===== src/rtl/keccak_sponge_ctrl_pkg.sv =====
// Shared constants and FSM encoding for the Keccak sponge controller.
// Latency: n/a (declarations only). Backpressure: n/a.
// Holds the round count, the digest drain length and the controller state enum.
package pkg_keccak;

  localparam int NUM_ROUNDS          = 24;
  localparam int OUT_BUF_SIZE        = 64;
  localparam int COUNT_OUT_WORD_SIZE = $clog2(OUT_BUF_SIZE) - 1;
  localparam int DRAIN_CYCLES        = COUNT_OUT_WORD_SIZE + 1;
  localparam int RND_W               = 5;

  localparam logic [RND_W-1:0] LAST_ROUND = RND_W'(NUM_ROUNDS - 1);
  localparam logic [RND_W-1:0] LAST_DRAIN = RND_W'(DRAIN_CYCLES - 1);

  typedef enum logic [2:0] {
    IDLE,
    CLEAR,
    WAIT_BLK,
    PERMUTE,
    SQUEEZE,
    DRAIN
  } state_t;

endpackage


===== src/rtl/keccak_round_cnt.sv =====
// Wrapping cycle counter shared by the permutation rounds and the digest drain.
// Latency: count updates one cycle after enable. Backpressure: none, free-running while enabled.
// terminal is high while count equals last_val; the next enabled cycle wraps to zero.
module keccak_round_cnt
  import pkg_keccak::*;
(
  input  logic             Clock,
  input  logic             Reset,
  input  logic             clear,
  input  logic             enable,
  input  logic [RND_W-1:0] last_val,
  output logic [RND_W-1:0] count,
  output logic             terminal
);

  assign terminal = (count == last_val);

  always_ff @(posedge Clock or posedge Reset) begin
    if (Reset) begin
      count <= '0;
    end else if (clear) begin
      count <= '0;
    end else if (enable) begin
      count <= terminal ? '0 : count + RND_W'(1);
    end
  end

endmodule


===== src/rtl/keccak_sponge_ctrl.sv =====
// Sequencing FSM for a Keccak sponge: clear, absorb 1024-bit blocks, run 24 rounds, squeeze, drain.
// Latency: block accept to next Ready is 25 cycles. Backpressure: blocks are held off until WAIT_BLK.
// Outputs decode registered state only; Absorb_en additionally follows Din_buffer_full.
module keccak_sponge_ctrl
  import pkg_keccak::*;
(
  input  logic             Clock,
  input  logic             Reset,
  input  logic             Start,
  input  logic             Din_buffer_full,
  input  logic             Last_block,
  output logic             Ready,
  output logic             State_clear,
  output logic             Absorb_en,
  output logic             Round_en,
  output logic [RND_W-1:0] Round_num,
  output logic             Busy,
  output logic             Done
);

  state_t           state_q;
  state_t           state_d;
  logic             last_q;
  logic             cnt_en;
  logic [RND_W-1:0] cnt_last;
  logic [RND_W-1:0] cnt;
  logic             cnt_term;

  // One counter serves both phases; it wraps to zero leaving PERMUTE, so DRAIN starts at zero.
  keccak_round_cnt u_round_cnt (
    .Clock    (Clock),
    .Reset    (Reset),
    .clear    (Absorb_en),
    .enable   (cnt_en),
    .last_val (cnt_last),
    .count    (cnt),
    .terminal (cnt_term)
  );

  always_ff @(posedge Clock or posedge Reset) begin
    if (Reset) begin
      state_q <= IDLE;
      last_q  <= 1'b0;
    end else begin
      state_q <= state_d;
      if (Absorb_en) begin
        last_q <= Last_block;
      end
    end
  end

  always_comb begin
    state_d     = state_q;
    Ready       = 1'b0;
    State_clear = 1'b0;
    Absorb_en   = 1'b0;
    Round_en    = 1'b0;
    Done        = 1'b0;
    cnt_en      = 1'b0;
    cnt_last    = LAST_ROUND;
    case (state_q)
      IDLE: begin
        if (Start) state_d = CLEAR;
      end
      CLEAR: begin
        State_clear = 1'b1;
        state_d     = WAIT_BLK;
      end
      WAIT_BLK: begin
        Ready = 1'b1;
        if (Din_buffer_full) begin
          Absorb_en = 1'b1;
          state_d   = PERMUTE;
        end
      end
      PERMUTE: begin
        Round_en = 1'b1;
        cnt_en   = 1'b1;
        if (cnt_term) state_d = last_q ? SQUEEZE : WAIT_BLK;
      end
      SQUEEZE: begin
        Ready   = 1'b1;
        state_d = DRAIN;
      end
      DRAIN: begin
        cnt_en   = 1'b1;
        cnt_last = LAST_DRAIN;
        if (cnt_term) begin
          Done    = 1'b1;
          state_d = IDLE;
        end
      end
      default: state_d = IDLE;
    endcase
  end

  assign Round_num = (state_q == PERMUTE) ? cnt : '0;
  assign Busy      = (state_q != IDLE);

endmodule


===== config.mk =====
export PLATFORM = sky130hd
export DESIGN_NAME = keccak_sponge_ctrl
export DESIGN_NICKNAME = d
export VERILOG_FILES = /design/src/rtl/keccak_sponge_ctrl_pkg.sv /design/src/rtl/keccak_round_cnt.sv /design/src/rtl/keccak_sponge_ctrl.sv
export SDC_FILE = /design/constraint.sdc
export NUM_CORES = 1
export LEC_CHECK = 0
export CORE_AREA = 8 8 45 47
export DETAILED_ROUTE_END_ITERATION = 16
export DIE_AREA = 0 0 53 55
export PLACE_DENSITY_LB_ADDON = 0.2
export SYNTH_ARGS = -nofsm -noshare
export SYNTH_HDL_FRONTEND = slang
export SYNTH_SLANG_ARGS = --single-unit

===== constraint.sdc =====
create_clock -name Clock -period 4.3 [get_ports Clock]
set_input_delay 0.86 -clock Clock [delete_from_list [all_inputs] [get_ports Clock]]
set_output_delay 0.86 -clock Clock [all_outputs]
set_load 0.005 [all_outputs]

==> results.ini <==
[setup_path]
rrSetupSlack_ns = 2.64
critPathMostFrequentCell = sky130_fd_sc_hd__clkdlybuf4s50_1
critPathMaxStageDelay_ns = 0.53
worst-path-max-fanout = 2
startpoint_type = input port
path_cells = clkdlybuf4s50_1, nand2_1, nor2_1, clkdlybuf4s50_1
cp.required_ns = 3.44
slowest_stage = sky130_fd_sc_hd__clkdlybuf4s50_1
worst-endpoint-arrival_ns = 2.08
nature_of_the_critical_path_endpoint = output pin
crit_type = in -> out

[sta]
finalClockSkew_ns = 0.005457
final_hold_viol_count = 0
final.hold.worst_slack_ns = 0.5133
worstMarginPinSlew_ns = 0.4332
fmax_ghz = 0.3396
count_of_final_setup_violators = 0
period_share = 0.6849
setup_repair_after_global_routing_missed_its_margin = false
fin_crit_ns = 2.945
totalNegativeSetupSlack_ns = 0
report.final.slew_viol_count = 0
timing.slew.headroom = 0.7112

[pwr]
share_clk_of_total_power = 0.153
share_comb_of_total_power = 0.475
pwr-share-seq = 0.372
switching_share = 0.3641
cell_pwr_density_nw_per_um2 = 562.8
p_int_w = 0.0002812
irDropWorstVdd_mv = 0.2857
netSwitchingPower_w = 0.0001610
leakage_power_nw = 0.3283

[status]
status = finished, final reports clean

[clock_network]
clockBufferDepth = 2
tritoncts = done
clk-insertion-delay-late_ns = 0.26
postCtsResizedCells = 0
clockRootBuffer = sky130_fd_sc_hd__clkbuf_4
clk_transition_reported_paths_ns = 0.07
cts_setup_buffers = 0
tritoncts_buffer_count = 3
cts.sinks = 9
cts-htree-levels = 1
post_cts_hold_buffer_count = 0

[hold_path]
hold_path.class = reg -> reg

[yosys]
synth_cell_area_sq_um = 604.3
average_cell_area_after_synthesis_sq_um = 9.443
number_of_enable_flip_flop_cells_after_synthesis = 0
area_fraction_in_and_or_nand_and_nor_cells_after_synthesis = 0.3106
syn-num-nets = 70
ys_ff_latch = 9
synth-xor-area-share = 0
asyncSetResetFlopFracSynth = 1.000
main_combinational_cell_family_by_area_after_synthesis = simple AND/OR/NAND/NOR gates
yosys.area_share.adder = 0.02070
synthDistinctLibCells = 36
yosys_warnings = 0
dominantRegCellSynth = sky130_fd_sc_hd__dfrtp_1
synthesis.instances = 64
synth_compound_area_frac = 0.2464
synthMuxAreaShare = 0.01863
synth_seq_area_share = 0.3727

[global_routing]
pin_count_of_the_biggest_net_entering_global_routing = 18
global_route.overflow_total = 0
gr_util_all_layers = 0.1090
grt_first_pass_wirelength_um = 2380
grt_antenna_before_repair = 0
grt_pass1_vias = 542

[detailed_routing]
postRouteWirelength_um = 1392
route.detailed.vias_per_inst = 5.649
number_of_drc_markers_in_iteration_0 = 24
dr_total_vias = 548
first_drt_pass_iteration_count = 4
routedWlPerCell_um = 14.35
detail-route-antenna-nets = 0
remaining_drc_errors = 0

[floorplan]
ios = 16
initial_core_util = 0.4367
core_area_sq_um = 1384
design.die.area_sq_um = 2915
chipHeight_um = 55
std_cell_rows = 14
chipWidth_um = 53

[cells_and_area]
post_route_cells_drive_above_1_share = 0.1481
most_frequent_standard_cell_in_the_layout_excluding_fill_and_tap_cells = sky130_fd_sc_hd__clkdlybuf4s50_1
layout-area-overhead-vs-synth_pct = 30.02
most-common-layout-cells = sky130_fd_sc_hd__clkdlybuf4s50_1 (15), sky130_fd_sc_hd__dfrtp_1 (9), sky130_fd_sc_hd__nand2_1 (6), sky130_fd_sc_hd__and3_1 (6)
diodes = 0
design.final.nets = 88
postLayoutCoreUtil = 0.5678

[place]
gp_congestion = 0.8232
detailedPlacementHpwl_um = 985.9
port-buffer-count = 15

[job]
timing.max_cap.violations = 0

power by group through the flow:
stage | Sequential, W | Clock (W) | Combinational, W
after global routing | 0.000172 | 0.0000743 | 0.000231
final | 0.000164 | 0.0000678 | 0.000210
after global placement | 0.000165 | 0 | 0.000209
after CTS | 0.000164 | 0.0000699 | 0.000212
after floorplan | 0.000146 | 0 | 0.000132
after detailed placement | 0.000165 | 0 | 0.000210
flip-flops by register name, indices dropped and copies added, names as in the netlist:
signal and cells:
last_q 1, u_round_cnt.count 5, state_q 3
Yosys cell counts (2+ instances only):
| cell type | number | area share |
|---|---|---|
| sky130_fd_sc_hd__and3_1 | 6 | 0.062 |
| sky130_fd_sc_hd__nor3b_1 | 2 | 0.025 |
| sky130_fd_sc_hd__and2_1 | 2 | 0.021 |
| sky130_fd_sc_hd__nor2_1 | 4 | 0.025 |
| sky130_fd_sc_hd__nand2_1 | 6 | 0.037 |
| sky130_fd_sc_hd__nand3_1 | 2 | 0.017 |
| sky130_fd_sc_hd__o21bai_1 | 2 | 0.025 |
| sky130_fd_sc_hd__dfrtp_1 | 9 | 0.37 |
| sky130_fd_sc_hd__o21ai_0 | 4 | 0.033 |
final timing paths:
kind	startpoint	end	cells after the start
max	Din_buffer_full	Absorb_en	4
min	last_q	state_q[1]	1
max reg2reg	u_round_cnt.count[4]	u_round_cnt.count[2]	4
min reg2reg	last_q	state_q[1]	1
max in group asynchronous	Reset	u_round_cnt.count[1]	2
min in group asynchronous	Reset	last_q	2
metrics by stage:
step / total power [W] / instance area, sq um / setup slack [ns] / std cells
2_1_floorplan: 0.0002774 / 604.3 / 2.321 / 64
3_3_place_gp: 0.0003746 / 759.5 / 1.390 / 93
3_5_place_dp: 0.0003752 / 759.5 / 1.363 / 93
4_1_cts: 0.0004451 / 785.8 / 1.362 / 97
5_1_grt: 0.0004776 / 785.8 / 1.289 / 97
6_report: 0.0004423 / 785.8 / 1.355 / 97
final cells by class:
type | count | area, sq um
well taps | 16 | 20.02
clock buffers | 4 | 26.28
repair buffers | 15 | 150.1
flip-flops and latches | 9 | 225.2
inverters | 1 | 3.754
multi-input cells | 52 | 360.3
fillers | 129 | 598.1
worst max-delay path, delay by kind of cell:
kind          cells  cell delay (ns)
simple gates      2             0.22
buf+inv           2             1.01
cells by family after synthesis:
family / count (synthesis)
muxes: 1
and+or+nand+nor: 31
DFF: 9
AOI/OAI and AO/OA: 19
adders and majority gates: 1
buffers and inverters: 3
metal layers:
layer	track usage	vias to the layer above	routed length [um]	part of all wire
met2	0.1816	16	603	0.43
li1	-	273	-	-
met1	0.1194	255	647	0.46
met4	0.09483	0	44	0.032
met5	0	-	0	0
met3	0.01604	4	98	0.070
Note: power is estimated with default switching activity, not from simulation.
